<file path="config.mk">
export PLATFORM = sky130hd
export DESIGN_NAME = mult_share_sched
export DESIGN_NICKNAME = d
export VERILOG_FILES = /design/src/rtl/mult_share_pkg.sv /design/src/rtl/mult_share_rsp_fifo.sv /design/src/rtl/mult_share_sched.sv
export SDC_FILE = /design/constraint.sdc
export NUM_CORES = 1
export LEC_CHECK = 0
export ABC_AREA = 1
export CELL_PAD_IN_SITES_DETAIL_PLACEMENT = 1
export CELL_PAD_IN_SITES_GLOBAL_PLACEMENT = 1
export CORE_MARGIN = 1.5
export CORE_UTILIZATION = 29
export DETAILED_ROUTE_END_ITERATION = 6
export GPL_TIMING_DRIVEN = 1
export PLACE_DENSITY_LB_ADDON = 0.3
export SLEW_MARGIN = 20
export SYNTH_ARGS = -nofsm -noshare
export SYNTH_HDL_FRONTEND = slang
export SYNTH_SLANG_ARGS = --single-unit
</file>
<file path="constraint.sdc">
create_clock -name clk -period 2.3 [get_ports clk]
set_input_delay 0.46 -clock clk [delete_from_list [all_inputs] [get_ports clk]]
set_output_delay 0.46 -clock clk [all_outputs]
set_load 0.05 [all_outputs]
</file>
<file path="src/rtl/mult_share_pkg.sv">
// Shared types and constants for the multiplier-sharing scheduler.
package mult_share_pkg;

    localparam int WIDTH_DEF  = 32;
    localparam int ID_W_MAX   = 4;
    localparam int PROD_W_MAX = 2 * WIDTH_DEF;

    function automatic int id_w(input int n);
        return (n <= 2) ? 1 : $clog2(n);
    endfunction

    // Sized for the widest configuration; narrower builds use the low bits.
    typedef struct packed {
        logic [ID_W_MAX-1:0]   id;
        logic [PROD_W_MAX-1:0] product;
    } rsp_entry_t;

    typedef struct packed {
        logic                valid;
        logic [ID_W_MAX-1:0] id;
    } tag_t;

endpackage

</file>
<file path="src/rtl/mult_share_rsp_fifo.sv">
// Synchronous response FIFO of rsp_entry_t with a registered head entry.
// DEPTH must be a power of two (>= 2); the caller never pushes when full or pops when empty.
module mult_share_rsp_fifo
    import mult_share_pkg::*;
#(
    parameter  int DEPTH = 4,
    localparam int PTR_W = id_w(DEPTH),
    localparam int CNT_W = $clog2(DEPTH + 1)
) (
    input  logic             clk,
    input  logic             rst,
    input  logic             push,
    input  rsp_entry_t       din,
    input  logic             pop,
    output rsp_entry_t       dout,
    output logic             empty,
    output logic [CNT_W-1:0] count
);

    rsp_entry_t       mem_q [DEPTH];
    rsp_entry_t       mem_d [DEPTH];
    logic [PTR_W-1:0] wr_ptr_q, wr_ptr_d;
    logic [PTR_W-1:0] rd_ptr_q, rd_ptr_d;
    logic [CNT_W-1:0] count_q, count_d;

    always_comb begin
        mem_d    = mem_q;
        wr_ptr_d = wr_ptr_q;
        rd_ptr_d = rd_ptr_q;
        count_d  = count_q;
        if (push) begin
            mem_d[wr_ptr_q] = din;
            wr_ptr_d        = wr_ptr_q + 1'b1;
        end
        if (pop) begin
            rd_ptr_d = rd_ptr_q + 1'b1;
        end
        case ({push, pop})
            2'b10:   count_d = count_q + 1'b1;
            2'b01:   count_d = count_q - 1'b1;
            default: count_d = count_q;
        endcase
    end

    always_ff @(posedge clk) begin
        if (rst) begin
            for (int i = 0; i < DEPTH; i++) begin
                mem_q[i] <= '0;
            end
            wr_ptr_q <= '0;
            rd_ptr_q <= '0;
            count_q  <= '0;
        end else begin
            mem_q    <= mem_d;
            wr_ptr_q <= wr_ptr_d;
            rd_ptr_q <= rd_ptr_d;
            count_q  <= count_d;
        end
    end

    assign dout  = mem_q[rd_ptr_q];
    assign empty = (count_q == '0);
    assign count = count_q;

endmodule

</file>
<file path="src/rtl/mult_share_sched.sv">
// Round-robin scheduler sharing one registered signed multiplier among NUM_REQ requesters.
// Optional perf counters (perf_issued, perf_stall) are built when MULT_SHARE_SCHED_PERF_EN is defined.
module mult_share_sched
    import mult_share_pkg::*;
#(
    parameter  int NUM_REQ   = 4,
    parameter  int WIDTH     = WIDTH_DEF,
    parameter  int MUL_LAT   = 2,
    parameter  int RSP_DEPTH = 4,
    localparam int ID_W      = id_w(NUM_REQ)
) (
    input  logic                     clk,
    input  logic                     rst,
    input  logic [NUM_REQ-1:0]       req_valid,
    output logic [NUM_REQ-1:0]       req_ready,
    input  logic [NUM_REQ*WIDTH-1:0] req_a,
    input  logic [NUM_REQ*WIDTH-1:0] req_b,
    output logic [WIDTH-1:0]         mul_a,
    output logic [WIDTH-1:0]         mul_b,
    input  logic [2*WIDTH-1:0]       mul_p,
    output logic                     rsp_valid,
    input  logic                     rsp_ready,
    output logic [ID_W-1:0]          rsp_id,
    output logic [2*WIDTH-1:0]       rsp_product
`ifdef MULT_SHARE_SCHED_PERF_EN
    ,
    output logic [31:0]              perf_issued,
    output logic [31:0]              perf_stall
`endif
);

    localparam int CNT_W = $clog2(RSP_DEPTH + 1);

    logic [ID_W-1:0]  rr_ptr_q, rr_ptr_d;
    logic [ID_W-1:0]  scan_id, grant_id;
    logic             grant_valid, can_issue, pop;
    logic [CNT_W-1:0] cnt_q, cnt_d;
    tag_t             tag_q [MUL_LAT];
    tag_t             tag_d [MUL_LAT];
    rsp_entry_t       push_entry, fifo_dout;
    logic             fifo_empty;
    logic [CNT_W-1:0] fifo_count;
    logic             unused_fifo_bits;

    // cnt_q counts in-flight plus buffered ops, so a full count means no FIFO slot is left.
    assign can_issue = (cnt_q < CNT_W'(RSP_DEPTH)) && !rst;
    assign pop       = rsp_valid && rsp_ready;

    always_comb begin
        grant_valid = 1'b0;
        grant_id    = '0;
        scan_id     = '0;
        req_ready   = '0;
        mul_a       = '0;
        mul_b       = '0;
        rr_ptr_d    = rr_ptr_q;
        for (int k = 0; k < NUM_REQ; k++) begin
            scan_id = ID_W'((int'(rr_ptr_q) + k) % NUM_REQ);
            if (can_issue && !grant_valid && req_valid[scan_id]) begin
                grant_valid = 1'b1;
                grant_id    = scan_id;
            end
        end
        if (grant_valid) begin
            req_ready[grant_id] = 1'b1;
            mul_a               = req_a[int'(grant_id)*WIDTH +: WIDTH];
            mul_b               = req_b[int'(grant_id)*WIDTH +: WIDTH];
            rr_ptr_d            = (int'(grant_id) == NUM_REQ - 1) ? '0 : grant_id + 1'b1;
        end
    end

    always_comb begin
        tag_d[0].valid = grant_valid;
        tag_d[0].id    = ID_W_MAX'(grant_id);
        for (int s = 1; s < MUL_LAT; s++) begin
            tag_d[s] = tag_q[s-1];
        end
        cnt_d = cnt_q;
        if (grant_valid && !pop) begin
            cnt_d = cnt_q + 1'b1;
        end else if (!grant_valid && pop) begin
            cnt_d = cnt_q - 1'b1;
        end
        push_entry.id      = tag_q[MUL_LAT-1].id;
        push_entry.product = PROD_W_MAX'(mul_p);
    end

    always_ff @(posedge clk) begin
        if (rst) begin
            rr_ptr_q <= '0;
            cnt_q    <= '0;
            for (int s = 0; s < MUL_LAT; s++) begin
                tag_q[s] <= '0;
            end
        end else begin
            rr_ptr_q <= rr_ptr_d;
            cnt_q    <= cnt_d;
            tag_q    <= tag_d;
        end
    end

    // The last tag stage lines up with mul_p, so its valid bit is the FIFO push.
    mult_share_rsp_fifo #(
        .DEPTH (RSP_DEPTH)
    ) u_rsp_fifo (
        .clk   (clk),
        .rst   (rst),
        .push  (tag_q[MUL_LAT-1].valid),
        .din   (push_entry),
        .pop   (pop),
        .dout  (fifo_dout),
        .empty (fifo_empty),
        .count (fifo_count)
    );

    assign rsp_valid        = !fifo_empty;
    assign rsp_id           = fifo_empty ? '0 : fifo_dout.id[ID_W-1:0];
    assign rsp_product      = fifo_empty ? '0 : fifo_dout.product[2*WIDTH-1:0];
    assign unused_fifo_bits = ^fifo_dout;

    always_ff @(posedge clk) begin
        if (!rst) begin
            assert (fifo_count <= cnt_q);
        end
    end

`ifdef MULT_SHARE_SCHED_PERF_EN
    logic [31:0] perf_issued_q, perf_issued_d;
    logic [31:0] perf_stall_q, perf_stall_d;

    always_comb begin
        perf_issued_d = perf_issued_q + {31'd0, grant_valid};
        perf_stall_d  = perf_stall_q + {31'd0, (|req_valid) && !can_issue};
    end

    always_ff @(posedge clk) begin
        if (rst) begin
            perf_issued_q <= '0;
            perf_stall_q  <= '0;
        end else begin
            perf_issued_q <= perf_issued_d;
            perf_stall_q  <= perf_stall_d;
        end
    end

    assign perf_issued = perf_issued_q;
    assign perf_stall  = perf_stall_q;
`endif

endmodule

</file>
Word level (Yosys, flattened, before mapping). Cells that the tools add are included. W data, S select, Z words.

Bits of input ports: 327. Logic and storage cells: 101. Flip-flop bits (word level): 294.

Bitwise operators: 2. Order comparisons: 10. Shifts and indexed selects: 2. Muxes and demuxes: 33. $add $sub $neg: 10. Reduce and logical (&&, ||, !) cells: 23. Equality and inequality tests: 3.

Operators with widths (number): $bwmux W272 (1); $shiftx A128 B8 Y32 (2); $bmux W68 S2 (1); $demux W68 S2 (1); $mux W66 (2); $mux W68 (1); $mux W32 (2); $mux W64 (1); $lt A2 B3 Y1 const B (5); $logic_and A1 B1 Y1 (13); $mux W2 (6); $mux W1 (9); $add A2 B1 Y2 const B (4); $bmux W1 S2 (4); $logic_not A1 Y1 (7); $add A3 B1 Y3 const B (2); $ge A3 B3 Y1 const B (2); $mux W3 (2); $not A2 Y3 (2); $pmux W3 S2 (1); $sub A3 B1 Y3 const B (2); $add A2 B2 Y2 const B (2); $eq A2 B1 Y1 const B (2); $mux W4 (1); other kinds (7) (8).

Longest topological paths before layout. Gate-level depths: netlist of run 1.

Depth in word-level cells: 21. Gate-level depth with buffers: 18.

Hierarchy. Synthesis of run 1 repeated with hierarchy kept, for this count alone.

Cells, all modules: 2510. Area, all modules: 15651.3 um^2.

By module, submodules not included: mult_share_rsp_fifo (cells an instance 1612, instances 1, area an instance 11561.1 um^2); mult_share_sched (cells an instance 898, instances 1, area an instance 4090.2 um^2).

Least setup slack after synthesis of run 1. OpenSTA, ideal clock, no wires.

Kind: input -> output. From: in rst. To: out mul_a[0]. Path buffers: 3. Slack: -530 ps. Arrival time: 2370 ps. Data required time: 1840 ps. Stages on the path: 12. Path through: buf_2 > nor2_4 > nand3_1 > nand4_4 > inv_1 > nand2_1 > nand3_1 > nand2_1 > buf_4 > buf_4 > nand3_1 > a21oi_1.

Cells in the longest elaborated chain, start to end: 18.

Ends and longest elaborated chain: start, declared (line mult_share_sched.sv:13) `input logic rst,`; $logic_not A1 Y1 *; $logic_and A1 B1 Y1 * (line mult_share_sched.sv:46) `assign can_issue = (cnt_q < CNT_W'(RSP_DEPTH)) && !rst;`; $logic_and A1 B1 Y1 (line mult_share_sched.sv:59) `if (can_issue && !grant_valid && req_valid[scan_id]) begin`; $mux W1 (line mult_share_sched.sv:59); $logic_not A1 Y1 (line mult_share_sched.sv:59); $logic_and A1 B1 Y1 (2 in series) (line mult_share_sched.sv:59); $mux W1 (line mult_share_sched.sv:59); $logic_not A1 Y1 (line mult_share_sched.sv:59); $logic_and A1 B1 Y1 (2 in series) (line mult_share_sched.sv:59); $mux W1 (line mult_share_sched.sv:59); $logic_not A1 Y1 (line mult_share_sched.sv:59); $logic_and A1 B1 Y1 (2 in series) (line mult_share_sched.sv:59); $mux W2 (line mult_share_sched.sv:59); $shiftx A128 B8 Y32 (line mult_share_sched.sv:66) `mul_a = req_a[int'(grant_id)*WIDTH +: WIDTH];`; $mux W32 * (line mult_share_sched.sv:64) `if (grant_valid) begin`; end, declared (line mult_share_sched.sv:18) `output logic [WIDTH-1:0] mul_a,`.

Mark *: on every way between the ends. The rest lies on a longest branch, timed or not.

Worst setup path in the final report of run 1.
From: reg rr_ptr_q[0]. To: out req_ready[0].

Cells in the longest elaborated chain, start to end: 21.

Ends and longest elaborated chain: start, declared (line mult_share_sched.sv:34) `logic [ID_W-1:0] rr_ptr_q, rr_ptr_d;`; start signal, assigned (line mult_share_sched.sv:96) `rr_ptr_q <= rr_ptr_d;`; $bmux W1 S2 (line mult_share_sched.sv:59); $mux W1 (implied by the code) (line mult_share_sched.sv:59); $logic_and A1 B1 Y1 (line mult_share_sched.sv:59); $mux W1 (line mult_share_sched.sv:59); $logic_not A1 Y1 (line mult_share_sched.sv:59); $logic_and A1 B1 Y1 (2 in series) (line mult_share_sched.sv:59); $mux W1 (line mult_share_sched.sv:59); $logic_not A1 Y1 (line mult_share_sched.sv:59); [3 not listed]; $logic_not A1 Y1 (line mult_share_sched.sv:59); $logic_and A1 B1 Y1 (2 in series) (line mult_share_sched.sv:59); $mux W2 (line mult_share_sched.sv:59); $lt A2 B3 Y1 (implied by the code) or $ge A2 B1 Y1 (tied branches) (line mult_share_sched.sv:65) `req_ready[grant_id] = 1'b1;`; $logic_and A1 B1 Y1 (implied by the code) (line mult_share_sched.sv:65); $mux W1 (implied by the code) (line mult_share_sched.sv:65); $demux W1 S2 (line mult_share_sched.sv:65); $mux W4 * (line mult_share_sched.sv:64); end, declared (line mult_share_sched.sv:15) `output logic [NUM_REQ-1:0] req_ready,`.

Mark *: on every way between the ends. The rest lies on a longest branch, timed or not. The select of a mux whose other input is x is not followed.

==> results.md, run 1 <==
- Hold Crit Class: reg -> reg
- WP data required: 1.84 ns
- Dpl hpwl: 49.01 mm
- # H-tree levels: 1
- Final setup vio count: 139
- Global-route wire length before repair: 117.1 mm
- Clock Tree Buf Depth: 3
- Syn nets: 2879
- Routability Congestion: 0.9137
- Top cell type's share of synthesized area: 36.14%
- CTS Buf Count: 31
- Share of cells above drive strength 1: 23.44%
- Peak supply drop: 1073 µV
- Power Total: 41.51 mW
- Final Hold Fails: 0
- Crit Path Class: reg -> out
- Post-synth ARST share: 0%
- Top achievable clock speed: 0.2946 GHz
- Initial antenna violation count: 13
- Leakage Power: 10.44 nW
- Leading area contributor after synthesis: dfxtp_1
- Most used DFF post-synth: dfxtp_1
- I/O Pins: 462
- Vias after detailed routing: 19.18k
- Top cells by area, synth: dfxtp_1, nand2_1, a21oi_1
- Register area share after synthesis: 36.14%
- Setup ws final: -1.095 ns
- DRC violation count after routing: 0
- Clock Latency Late Sink: 0.57 ns
- CTS Hold Buffers Added: 0
- Die area: 55260 µm²
- I/O Buffers: 461
- Root Buffer: clkbuf_16
- Starting DRT DRC Count: 1092
- Post-synthesis register bit count: 282
- Max-Cap Viols: 0
- Routed Wire Length: 77.76 mm
- Final slew viol count: 0
- Most frequent cells after synthesis: nand2_1, a21oi_1, nor2_1
- Post-synthesis cell count: 2540
- Min Clock Period, post-route: 3.395 ns
- WP data arrival: 2.93 ns
- Crit. End Element: output pin
- Fin util: 50.87%
- Pwr per Cell Area: 1544 nW/µm²
- Vias per cell: 5.176
- Grt total ovfl: 0
- Mapped Area: 15620 µm²
- Die Span X: 235.1 µm
- Die H: 235.1 µm
- Warnings from Yosys: 0
- Status: complete, but fails checks
- DRT antenna net count: 0
- CTS tree: yes
- Clk slew on worst S/H paths: 0.06 ns
- Core footprint: 52870 µm²
- Initial Util: 29.55%
- Nets@finish: 3324
- Netlist cell types: 27
- Area grow syn2layout: 72.16%
- GRT Total Usage: 26.55%
- Clk_skew: 0.007638 ns
- Syn Area/Cell: 6.150 µm²
- Drt first pass iters: 7
- Crit start category: flip-flop
- Fin crit share: 147.6%
- RSZ-0062 raised after global routing: yes
- Crit Path Max Fanout: 10
- # clock sinks: 282
- Drt wl/cell: 20.98 µm
- EDFF count, synth: 0
- Row count: 84
- Failing checks: setup timing
- Slew @ Worst Pin: 1.005 ns
- Largest net degree at the start of global routing: 91
- Slew margin rel.: 32.98%
- Dominant cell by count in the synthesized netlist: nand2_1
- Vias in the first global route: 20.33k
## registers in the layout (all words and copies together) (netlist names)
signal and count:
tag_d 3, cnt_q 3, u_rsp_fifo.mem_q 264, rr_ptr_q 2
tag_q 1, push_entry 2, u_rsp_fifo.rd_ptr_q 2, u_rsp_fifo.count 3
u_rsp_fifo.wr_ptr_q 2
## worst max-delay path: stages, from the launching register on
cell	delay, ns
dfxtp_2	0.36
buf_8	0.14
nand2_1	0.11
nand2_4	0.11
nand2_4	0.06
nand2_4	0.10
nand4_4	0.12
o21ai_4	0.26
nand2_4	0.08
buf_4	0.16
buf_12	0.15
buf_4	0.14
ha_1	0.21
nand2_2	0.10
clkinvlp_4	0.10
buf_6	0.16
## metal layers
metal	GRT usage [%]	routed length (µm)	vias to the layer above
met4	9.386	2694	6
met5	0	41	-
li1	-	-	8994
met2	47.51	39110	575
met1	31.56	31540	9455
met3	4.899	4367	153
## final timing paths
| path | start | endpoint | depth (start not counted) | slack (ns) |
|---|---|---|---|---|
| worst max-delay path | rr_ptr_q[0] | req_ready[0] | 15 | -1.09 |
| worst min-delay path | tag_d[4] | tag_q[4] | 2 | 0.41 |
| worst max register to register | rr_ptr_q[0] | cnt_q[2] | 20 | -0.55 |
| worst min register to register | tag_d[4] | tag_q[4] | 2 | 0.41 |
## cell families (layout without fill, tap and decap cells)
family          count (synthesis)  after routing  share of synthesized area [%]
buf+inv                       434            902                          11.35
compound gates                544            544                          17.47
flops                         282            282                          36.14
simple gates                 1267           1267                          33.92
fa+ha+maj                      12             12                          1.057
other cells                     0             10                              0
xor+xnor                        1              1                        0.05608
## metrics by stage
step,setup WS (ns),cell area [µm²],cells,hold slack (ns),TNS [ns]
after floorplan,-0.1704,17000,2540,0.3883,-10.12
after global placement,-0.8440,24100,3590,0.3947,-67.69
after detailed placement,-0.9101,24100,3590,0.4055,-75.60
after CTS,-0.9807,26410,3687,0.4193,-81.39
after global routing,-1.188,26890,3704,0.4372,-98.50
final,-1.095,26890,3706,0.4123,-87.36
## cells in the final DEF, fill, tap and decap left out, drive strengths merged
cell type	n
nand2	646
a21oi	368
nor2	349
clkdlybuf4s50	325
buf	286
dfxtp	282
inv	229
nand3	202
o21ai	175
nand3b	64
clkbuf	53
diode	10
ha	10
clkinv	5
clkinvlp	3
nand4	3
nor3	2
fa	2
xor2	1
a211oi	1
or2	1
bufinv	1
## final cells by class
| cell class | count | area, µm² |
|---|---|---|
| antenna | 10 | 25.02 |
| inverter | 232 | 894.6 |
| sequential | 282 | 5655 |
| tap | 688 | 860.8 |
| timing repair buffer | 614 | 8049 |
| clock buffer | 50 | 998.5 |
| fill | 6295 | 25970 |
| clock inverter | 6 | 55.05 |
| multi-input combinational | 1824 | 10350 |
## report_power, final
| part | switching (mW) | total [mW] | internal [mW] |
|---|---|---|---|
| Clock | 2.05 | 5.10 | 3.05 |
| Sequential | 0.299 | 5.63 | 5.33 |
| Combinational | 17.8 | 30.8 | 13.0 |
| Total | 20.1 | 41.5 | 21.4 |
## timing repair
item                                    CTS  global route
endpoints found under the setup margin  136           139
cloned                                   11             3
buffers inserted                         30             6
pin swaps                                51            54
gates resized for setup                 150            96
No activity file was read; power rests on OpenSTA's default activity.
==> run 2: changes to the inputs <==
Settings changed: CTS_CLUSTER_DIAMETER set to 120, GPL_TIMING_DRIVEN 1 to unset.
==> results of run 2 <==
Same layout as run 1: the final DEF is identical, and so are final timing and power.
